===== src/rtl/outbuf_user_reader.sv =====
// User-side drain engine: pops one parity word from the output buffer and
// streams it out MSB-first as USER_BUS_W-wide valid/ready beats.
module outbuf_user_reader #(
  parameter int PACKET_LENGTH          = 2,
  parameter int W                      = 4,
  parameter int PCK_TREE_XOR_UNITS_NUM = 6,
  parameter int OUTBUF_DATA_W          = PACKET_LENGTH * W * PCK_TREE_XOR_UNITS_NUM,
  parameter int USER_BUS_W             = 8,
  parameter int CNT_W                  = 16
) (
  input  logic                     clk,
  input  logic                     rst,
  input  logic                     drain_en,
  input  logic                     outbuf_fifo_cntl_empty,
  output logic                     user_outbuf_rd_req,
  input  logic                     outbuf_user_rd_ack,
  input  logic                     outbuf_dout_reg_val,
  input  logic [OUTBUF_DATA_W-1:0] outbuf_dout_reg,
  output logic                     user_dout_valid,
  output logic [USER_BUS_W-1:0]    user_dout,
  output logic                     user_dout_last,
  input  logic                     user_dout_ready,
  output logic                     busy,
  output logic [CNT_W-1:0]         words_drained,
  output logic                     protocol_err
);

  localparam int BEATS = OUTBUF_DATA_W / USER_BUS_W;
  localparam int BC_W  = (BEATS > 1) ? $clog2(BEATS) : 1;
  localparam logic [BC_W-1:0] LAST_BEAT = BC_W'(BEATS - 1);

  generate
    if ((OUTBUF_DATA_W % USER_BUS_W) != 0) begin : g_width_chk
      $error("OUTBUF_DATA_W must be a multiple of USER_BUS_W");
    end
  endgenerate

  typedef enum logic [1:0] {IDLE, REQ, WAIT_DATA, SEND} state_t;

  state_t                   state, state_nxt;
  logic [OUTBUF_DATA_W-1:0] sreg;
  logic [BC_W-1:0]          beat_cnt;
  logic                     capture, beat_fire, word_done, stray_val;

  always_comb begin
    state_nxt          = state;
    user_outbuf_rd_req = 1'b0;
    user_dout_valid    = 1'b0;
    capture            = 1'b0;
    beat_fire          = 1'b0;
    word_done          = 1'b0;
    stray_val          = 1'b0;
    case (state)
      IDLE: begin
        stray_val = outbuf_dout_reg_val;
        if (drain_en && !outbuf_fifo_cntl_empty) state_nxt = REQ;
      end
      REQ: begin
        user_outbuf_rd_req = 1'b1;
        // Data may ride along with the ack; only then is val legal in REQ.
        if (outbuf_user_rd_ack) begin
          if (outbuf_dout_reg_val) begin
            capture   = 1'b1;
            state_nxt = SEND;
          end else begin
            state_nxt = WAIT_DATA;
          end
        end else begin
          stray_val = outbuf_dout_reg_val;
        end
      end
      WAIT_DATA: begin
        if (outbuf_dout_reg_val) begin
          capture   = 1'b1;
          state_nxt = SEND;
        end
      end
      SEND: begin
        user_dout_valid = 1'b1;
        stray_val       = outbuf_dout_reg_val;
        if (user_dout_ready) begin
          beat_fire = 1'b1;
          if (beat_cnt == LAST_BEAT) begin
            word_done = 1'b1;
            state_nxt = IDLE;
          end
        end
      end
      default: state_nxt = IDLE;
    endcase
  end

  assign user_dout      = (state == SEND) ? sreg[OUTBUF_DATA_W-1 -: USER_BUS_W] : '0;
  assign user_dout_last = (state == SEND) && (beat_cnt == LAST_BEAT);
  assign busy           = (state != IDLE);

  always_ff @(posedge clk) begin
    if (rst) begin
      state         <= IDLE;
      sreg          <= '0;
      beat_cnt      <= '0;
      words_drained <= '0;
      protocol_err  <= 1'b0;
    end else begin
      state <= state_nxt;
      if (capture) begin
        sreg     <= outbuf_dout_reg;
        beat_cnt <= '0;
      end else if (beat_fire) begin
        sreg     <= sreg << USER_BUS_W;
        beat_cnt <= beat_cnt + 1'b1;
      end
      if (word_done) words_drained <= words_drained + 1'b1;
      if (stray_val) protocol_err  <= 1'b1;
    end
  end

endmodule

===== config.mk =====
export PLATFORM = sky130hd
export DESIGN_NAME = outbuf_user_reader
export DESIGN_NICKNAME = d
export VERILOG_FILES = /design/src/rtl/outbuf_user_reader.sv
export SDC_FILE = /design/constraint.sdc
export NUM_CORES = 1
export LEC_CHECK = 0
export CAP_MARGIN = 5
export CORE_ASPECT_RATIO = 0.5
export CORE_MARGIN = 8
export CORE_UTILIZATION = 49
export CTS_CLUSTER_DIAMETER = 150
export DETAILED_ROUTE_END_ITERATION = 16
export GPL_TIMING_DRIVEN = 0
export PLACE_DENSITY_LB_ADDON = 0.12
export SYNTH_ARGS = -nofsm -noshare
export SYNTH_HDL_FRONTEND = slang
export SYNTH_SLANG_ARGS = --single-unit

===== constraint.sdc =====
create_clock -name clk -period 2.4 [get_ports clk]
set_input_delay 0.48 -clock clk [delete_from_list [all_inputs] [get_ports clk]]
set_output_delay 0.48 -clock clk [all_outputs]
set_load 0.01 [all_outputs]

; ---- Word-level counts from Yosys, hierarchy flattened
; Cells that the tools add are included.
; W data, S select, Z words.
[totals]
register_bits = 70
input_bits = 55
output_inout_bits = 29
wordCells = 47
[classes]
n_addsub = 2
n_eq_ne = 9
muxes = 22
n_reduce_logical = 9
[op_table]
columns = cell, n
row1 = $mux W48, 2
row2 = $add A16 B1 Y16 const B, 1
row3 = $mux W1, 11
row4 = $mux W2, 5
row5 = $ne A2 B2 Y1 const B, 5
row6 = $mux W8, 1
row7 = $pmux W2 S4, 1
row8 = $reduce_and A5 Y1, 1
row9 = $eq A2 B2 Y1 const B, 2
row10 = $pmux W1 S2, 2
row11 = $reduce_bool A2 Y1, 2
row12 = $reduce_or A2 Y1, 2
row13 = $add A3 B1 Y3 const B, 1
row14 = $eq A3 B3 Y1 const B, 1
row15 = $eq A2 B1 Y1 const B, 1
row16 = $logic_and A1 B1 Y1, 2
row17 = $logic_not A2 Y1, 1
row18 = $logic_not A1 Y1, 1

; ---- Longest topological paths before layout
; Gate-level depths: netlist (run 1).
[depth]
word_depth = 4
ltp_mapped = 7
ltp_nobuf = 6

; ---- Least setup slack after synthesis (run 1)
; OpenSTA, ideal clock, no wires.
[synth_timing]
path_kind = register -> register
from = register state[0]
to = register words_drained[14]
arrival_time_ns = 1.889
slack_ns = 0.440
path_stages_with_launch = 7
n_path_buf = 1
period_less_slack_ns = 1.960
cell_sequence = dfxtp_1 -> ha_1 -> nand4_2 -> buf_6 -> or4_4 -> or3_1 -> a21oi_1
[synth_between]
elab_chain_cells = 2
[synth_lines]
columns = element, line_no
row1 = start: declaration, 40  ; state_t state, state_nxt;
row2 = start signal: assignment, 105  ; state <= state_nxt;
row3 = $eq A2 B2 Y1, 53  ; case (state)
row4 = $mux W1, 53
row5 = end signal: assignment, 113  ; if (word_done) words_drained <= words_drained + 1'b1;
row6 = end: declaration, 24  ; output logic [CNT_W-1:0] words_drained,
; No other way between the ends.
; A chain may end at the register's enable or synchronous reset.

; ---- Final worst setup path (run 1)
[layout_timing]
from = register state[0]
to = output user_dout[1]
[layout_between]
elab_chain_cells = 2
[layout_lines]
columns = element, line_no
row1 = $eq A2 B2 Y1, 93  ; assign user_dout = (state == SEND) ? sreg[OUTBUF_DATA_W-1 -: USER_BUS_W] : '0;
row2 = $mux W8, 93
row3 = end: declaration, 20  ; output logic [USER_BUS_W-1:0] user_dout,
; No other way between the ends.

==> reports/metrics.yaml, run 1 <==
synthFlopType: "dfxtp_1"
hpwl_um: 6780
period_share_pct: 95.5
cp_max_fo: 10
crit_path_end_kind: "output port"
synthArstFlopShare_pct: 0
port_buffers: 81
cp_slowest_cell: "clkdlybuf4s50_1"
start_util_pct: 49.6
powerDensity_nw_per_um2: 762
gp_congestion: 0.878
min_period_ns: 2.29
h-tree-depth: 3
setup_ws_ns: 0.107
cts_tree: "done"
final_common_cell: "clkdlybuf4s50_1"
io_pins: 84
die_w_um: 131
mostFrequentLayoutCells: "clkdlybuf4s50_1 (81), dfxtp_1 (68), nand2_1 (59)"
vdd_drop_max_mv: 0.503
insertion_delay_ns: 0.33
cp_data_required_time_ns: 1.92
min_to: "protocol_err"
hold_path.class: "flop to flop"
ctsHoldBuffers: 0
critPathMaxStageDelay_ns: 0.53
core.rowCount: 21
drt_iter0_drc: 185
syn-num-nets: 471
core_area_um2: 6540
synth.cell_area_um2: 3240
finalPower_w: 0.00345
grt_pass1_wl_um: 14800
avgViaCountPerCell: 5.49
ctsResizeCount: 3
grt_max_degree: 12
crit_type: "flop to output port"
wl_per_cell_um: 15.5
yosysSeqAreaShare_pct: 43.2
setup_violations: 0
worst_slew_pin_slew_ns: 0.552
diodes: 0
cts_buffers: 9
r2r_end: "sreg[16]"
start_kind: "flop"
hp-start: "protocol_err"
synth_edf_count: 0
area_growth_syn_to_layout_pct: 39.4
via_count: 3268
clockRootBuffer: "clkbuf_16"
drive_gt1_share_pct: 5.37
grt_pass1_vias: 3070
detail-route-antenna-nets: 0
layout.nets: 562
clockBufferDepth: 2
maxCapViolations: 0
ys_seq_elements: 70
worstPathArrival_ns: 1.81
clk_pin_slew_ns: 0.06
die_y_um: 73.5
rsz0062_at_grt: "no"
ff2ff_setup_slack_ns: 0.18
max_slew_margin_pct: 63.2
r2r.worst_path.cells: 7
dr.pass1.iters: 4
skew_ns: 0.00534
dieArea_um2: 9630
synth_cell_type_count: 33
whs_path_depth: 2
grtUsageTotal_pct: 19.7
drv_slew: 0
hold_viol_final: 0
path_cells: "ha_4, clkbuf_4, and2_1, clkdlybuf4s50_1"
cts_sinks: 70
ys_warn_count: 0
cts_setup_buffers: 0
cellLeakagePower_nw: 1.52
syn_area_per_cell_um2: 7.97
outcome: "complete, no violations"
worstReg2RegStart: "state[1]"
dpl_worst_slack_ns: -0.0793
fmax_ghz: 0.436
wirelength_um: 9240
drc: 0
grt.overflow.total: 0
final_core_util_pct: 69.1
antenna_found_initial: 0
synth_cells: 407
[stage by stage]
stage               hold slack [ns]  setup TNS (ns)  std cells  cell area [um^2]
detailed placement            0.462          -0.884        580              4170
finish                        0.469               0        595              4520
global route                  0.499               0        595              4520
global placement              0.461          -0.655        580              4170
floorplan                     0.448               0        407              3240
CTS                           0.475          -0.191        595              4510
[cell families after synthesis]
group                      count (synthesis)  share of synthesized area [%]
and+or+nand+nor                          203                           28.5
AOI/OAI and AO/OA                         67                           15.7
DFF                                       70                           43.2
muxes                                      1                          0.347
xor gates and xnor gates                  12                           3.24
buffers and inverters                     45                           5.56
adders and majority gates                  9                           3.47
[Yosys cell counts, drive strengths merged (3+ instances only)]
master  instances  area, um^2
a21oi          15        75.1
a311oi         41         359
and2            9        56.3
buf             5        30.0
clkbuf         30         113
dfxtp          70        1400
ha              9         113
inv            10        37.5
nand2          59         221
nand3          57         285
nand4           3        25.0
nor2           54         203
nor3            6        30.0
nor4            3        18.8
o21ai           4        20.0
or3             4        25.0
xnor2           7        61.3
xor2            5        43.8
[final cells by class]
cell class / count / area, um^2
inverters: 10 / 37.5
multi-input cells: 292 / 1670
well taps: 92 / 115
fillers: 544 / 2020
clock buffers: 13 / 270
flip-flops and latches: 70 / 1400
repair buffers: 81 / 811
clock inverters: 3 / 65.1
plain buffers: 34 / 145
[worst max-delay path by stage]
| stage | start | to | slack [ns] |
|---|---|---|---|
| 4_1_cts | state[1] | user_dout[1] | -0.04 |
| 3_3_place_gp | outbuf_user_rd_ack | sreg[41] | -0.06 |
| 6_report | state[0] | user_dout[1] | 0.11 |
| 3_5_place_dp | outbuf_user_rd_ack | sreg[41] | -0.08 |
| 5_1_grt | state[0] | user_dout[0] | 0.01 |
| 2_1_floorplan | state[0] | words_drained[14] | 0.44 |
[report_power, final]
part           internal [W]  switching (W)  leakage (nW)
Combinational      0.000279       0.000332         0.786
Clock              0.000993       0.000476         0.166
Sequential          0.00128      0.0000848         0.566
[state kept, by name, summed over array words and instances, names as in the netlist]
| name | cells |
|---|---|
| state | 2 |
| sreg | 48 |
| protocol_err | 1 |
| words_drained | 16 |
| beat_cnt | 3 |
[critical path: cells and delay by family, from the launching register on]
family | cells | cell delay, ns
buffers and inverters | 2 | 0.73
flip-flops | 1 | 0.40
AND/OR/NAND/NOR | 1 | 0.15
adder cells (fa/ha/maj) | 1 | 0.19
[metal layers]
layer / GRT usage [%] / share of wire, % / vias up
met1: 25.3 / 48 / 1533
met4: 5.67 / 1.2 / 0
met5: 0 / 0 / -
met2: 31.2 / 45 / 91
met3: 6.01 / 6.1 / 13
li1: - / - / 1631
Power figures use the tool's default switching activity.
==> run 2, diff against run 1 <==
--- a/config.mk
+++ b/config.mk
@@ -6,9 +6,11 @@
 export NUM_CORES = 1
 export LEC_CHECK = 0
 export CAP_MARGIN = 5
+export CELL_PAD_IN_SITES_DETAIL_PLACEMENT = 0
+export CELL_PAD_IN_SITES_GLOBAL_PLACEMENT = 1
 export CORE_ASPECT_RATIO = 0.5
 export CORE_MARGIN = 8
-export CORE_UTILIZATION = 49
+export CORE_UTILIZATION = 35
 export CTS_CLUSTER_DIAMETER = 150
 export DETAILED_ROUTE_END_ITERATION = 16
 export GPL_TIMING_DRIVEN = 0
==> run 2 against run 1 <==
Compared with the run above: count of clock-buffer cells in the layout is 3 lower; utilization shrank 17 points; non-clock buffer count stayed put; wire length is 3.7% higher; final cell count up 4.2%; sequential share of layout area decreased by 0.43 points; clock skew increased by 0.0011 ns; via count down 2.3%; register-to-register slack improved by 0.16 ns; first-iteration DRC count shrank 16%; largest power group unchanged.
==> reports/metrics.yaml, run 2 (synthesis gave the netlist of run 1 again) <==
outcome: "complete, no violations"
crit_path_end_kind: "output port"
core.rowCount: 24
wirelength_um: 9580
drv_slew: 0
r2r.worst_path.cells: 6
port_buffers: 81
dieArea_um2: 12800
io_pins: 84
max_slew_margin_pct: 60.7
fin_area_um2: 4590
mostFrequentLayoutCells: "clkdlybuf4s50_1 (81), dfxtp_1 (68), nand2_1 (59)"
path_cells: "ha_4, clkbuf_4, and2_1, clkdlybuf4s50_1"
top_register: "sreg"
via_count: 3193
grt.busiest_layer: "met2"
vdd_drop_max_mv: 0.363
cts_sinks: 70
drt_iter0_drc: 155
dp.cells: 605
rsz0062_at_grt: "no"
worst_slew_pin_slew_ns: 0.589
avgViaCountPerCell: 5.15
core_area_um2: 8860
gr-usage-met2_pct: 23.5
final_core_util_pct: 51.8
insertion_delay_ns: 0.34
min_period_ns: 2.27
h-tree-depth: 3
cp_data_required_time_ns: 1.92
use_met1_pct: 20.1
grt_max_degree: 13
path_buf_inv: 2
period_share_pct: 94.8
grtUsageTotal_pct: 15.4
powerDensity_nw_per_um2: 789
hp-start: "protocol_err"
cts_tree: "done"
start_util_pct: 36.6
start_kind: "flop"
drc: 0
cp_slowest_cell: "clkdlybuf4s50_1"
worstReg2RegStart: "state[1]"
dr.pass1.iters: 4
clk_pin_slew_ns: 0.05
clockBufferDepth: 2
cts_setup_buffers: 0
place_area_um2: 4200
final_common_cell: "clkdlybuf4s50_1"
die_y_um: 84.1
min_to: "protocol_err"
maxCapViolations: 0
diodes: 0
fmax_ghz: 0.440
largest_reg_flops: 48
met3_usage_pct: 5.37
drive_gt1_share_pct: 5.77
crit_type: "flop to output port"
r2r_end: "words_drained[14]"
setup_violations: 0
grt_pass1_vias: 3284
wl_per_cell_um: 15.4
worstPathArrival_ns: 1.79
whs_path_depth: 2
detail-route-antenna-nets: 0
area_growth_syn_to_layout_pct: 41.6
clockRootBuffer: "clkbuf_16"
instances_no_fill: 620
skew_ns: 0.00644
hold_viol_final: 0
hpwl_um: 7240
hold_path.class: "flop to flop"
ctsHoldBuffers: 0
layout.nets: 562
grt_pass1_wl_um: 16200
cts_buffers: 9
grt.overflow.total: 0
cellLeakagePower_nw: 1.53
cp_max_fo: 10
gp_congestion: 0.798
antenna_found_initial: 0
crit_family: "buffers and inverters"
ff2ff_setup_slack_ns: 0.34
die_w_um: 152
critPathMaxStageDelay_ns: 0.54
reg_top3: "sreg: 48 flops, words_drained: 16 flops, beat_cnt: 3 flops"
## run 2: tightest hold or removal path, delay by kind of cell, from the launching register on
| kind | cells | cell delay (ns) |
|---|---|---|
| simple gates | 1 | 0.07 |
| flops | 1 | 0.33 |
| compound gates | 1 | 0.05 |
## run 2: cell type report
class,count,area (um^2)
Fill cell,875,4270
Multi-Input combinational cell,292,1670
Sequential cell,70,1410
Timing Repair Buffer,81,811
Clock buffer,10,239
Buffer,34,146
Tap cell,117,146
Clock inverter,6,133
Inverter,10,37.5
## run 2: where the power goes
group / internal [W] / switching [W] / total [W]
clock network: 0.00115 / 0.000503 / 0.00165
logic: 0.000279 / 0.000328 / 0.000607
registers: 0.00128 / 0.0000810 / 0.00136
## run 2: stage by stage
step	setup WS (ns)	power, W	TNS [ns]	hold slack [ns]
6_report	0.125	0.00362	0	0.476
5_1_grt	0.0220	0.00379	0	0.496
4_1_cts	0.00979	0.00365	0	0.482
3_5_place_dp	-0.0962	0.00198	-1.80	0.474
3_3_place_gp	-0.142	0.00198	-2.58	0.458
2_1_floorplan	0.440	0.00172	0	0.448
## run 2: how the worst max path moves through the flow
stage,slack [ns],endpoint,depth (start not counted),from
finish,0.13,user_dout[1],4,state[1]
floorplan,0.44,words_drained[14],6,state[0]
CTS,0.01,sreg[17],7,state[1]
global placement,-0.14,sreg[41],6,outbuf_user_rd_ack
global route,0.02,user_dout[0],4,state[0]
detailed placement,-0.1,sreg[10],6,outbuf_user_rd_ack
## run 2: metal layers
layer	vias up	part of all wire (%)	wire length [um]
met3	8	6.0	579
met1	1485	50	4790
met5	-	0	0
met2	82	43	4120
met4	0	0.93	89
li1	1618	-	-
## run 2: repair_timing
action | CTS | global route
resized for setup | 6 | 5
endpoints found under the setup margin | 8 | 28
hold endpoints to repair | 0 | 0
==> run 3, diff against run 2 <==
--- a/config.mk
+++ b/config.mk
@@ -5,7 +5,7 @@
 export SDC_FILE = /design/constraint.sdc
 export NUM_CORES = 1
 export LEC_CHECK = 0
-export CAP_MARGIN = 5
+export CAP_MARGIN = 10
 export CELL_PAD_IN_SITES_DETAIL_PLACEMENT = 0
 export CELL_PAD_IN_SITES_GLOBAL_PLACEMENT = 1
 export CORE_ASPECT_RATIO = 0.5
==> results of run 3 <==
No change in the layout: final DEF, timing and power equal those of run 2.
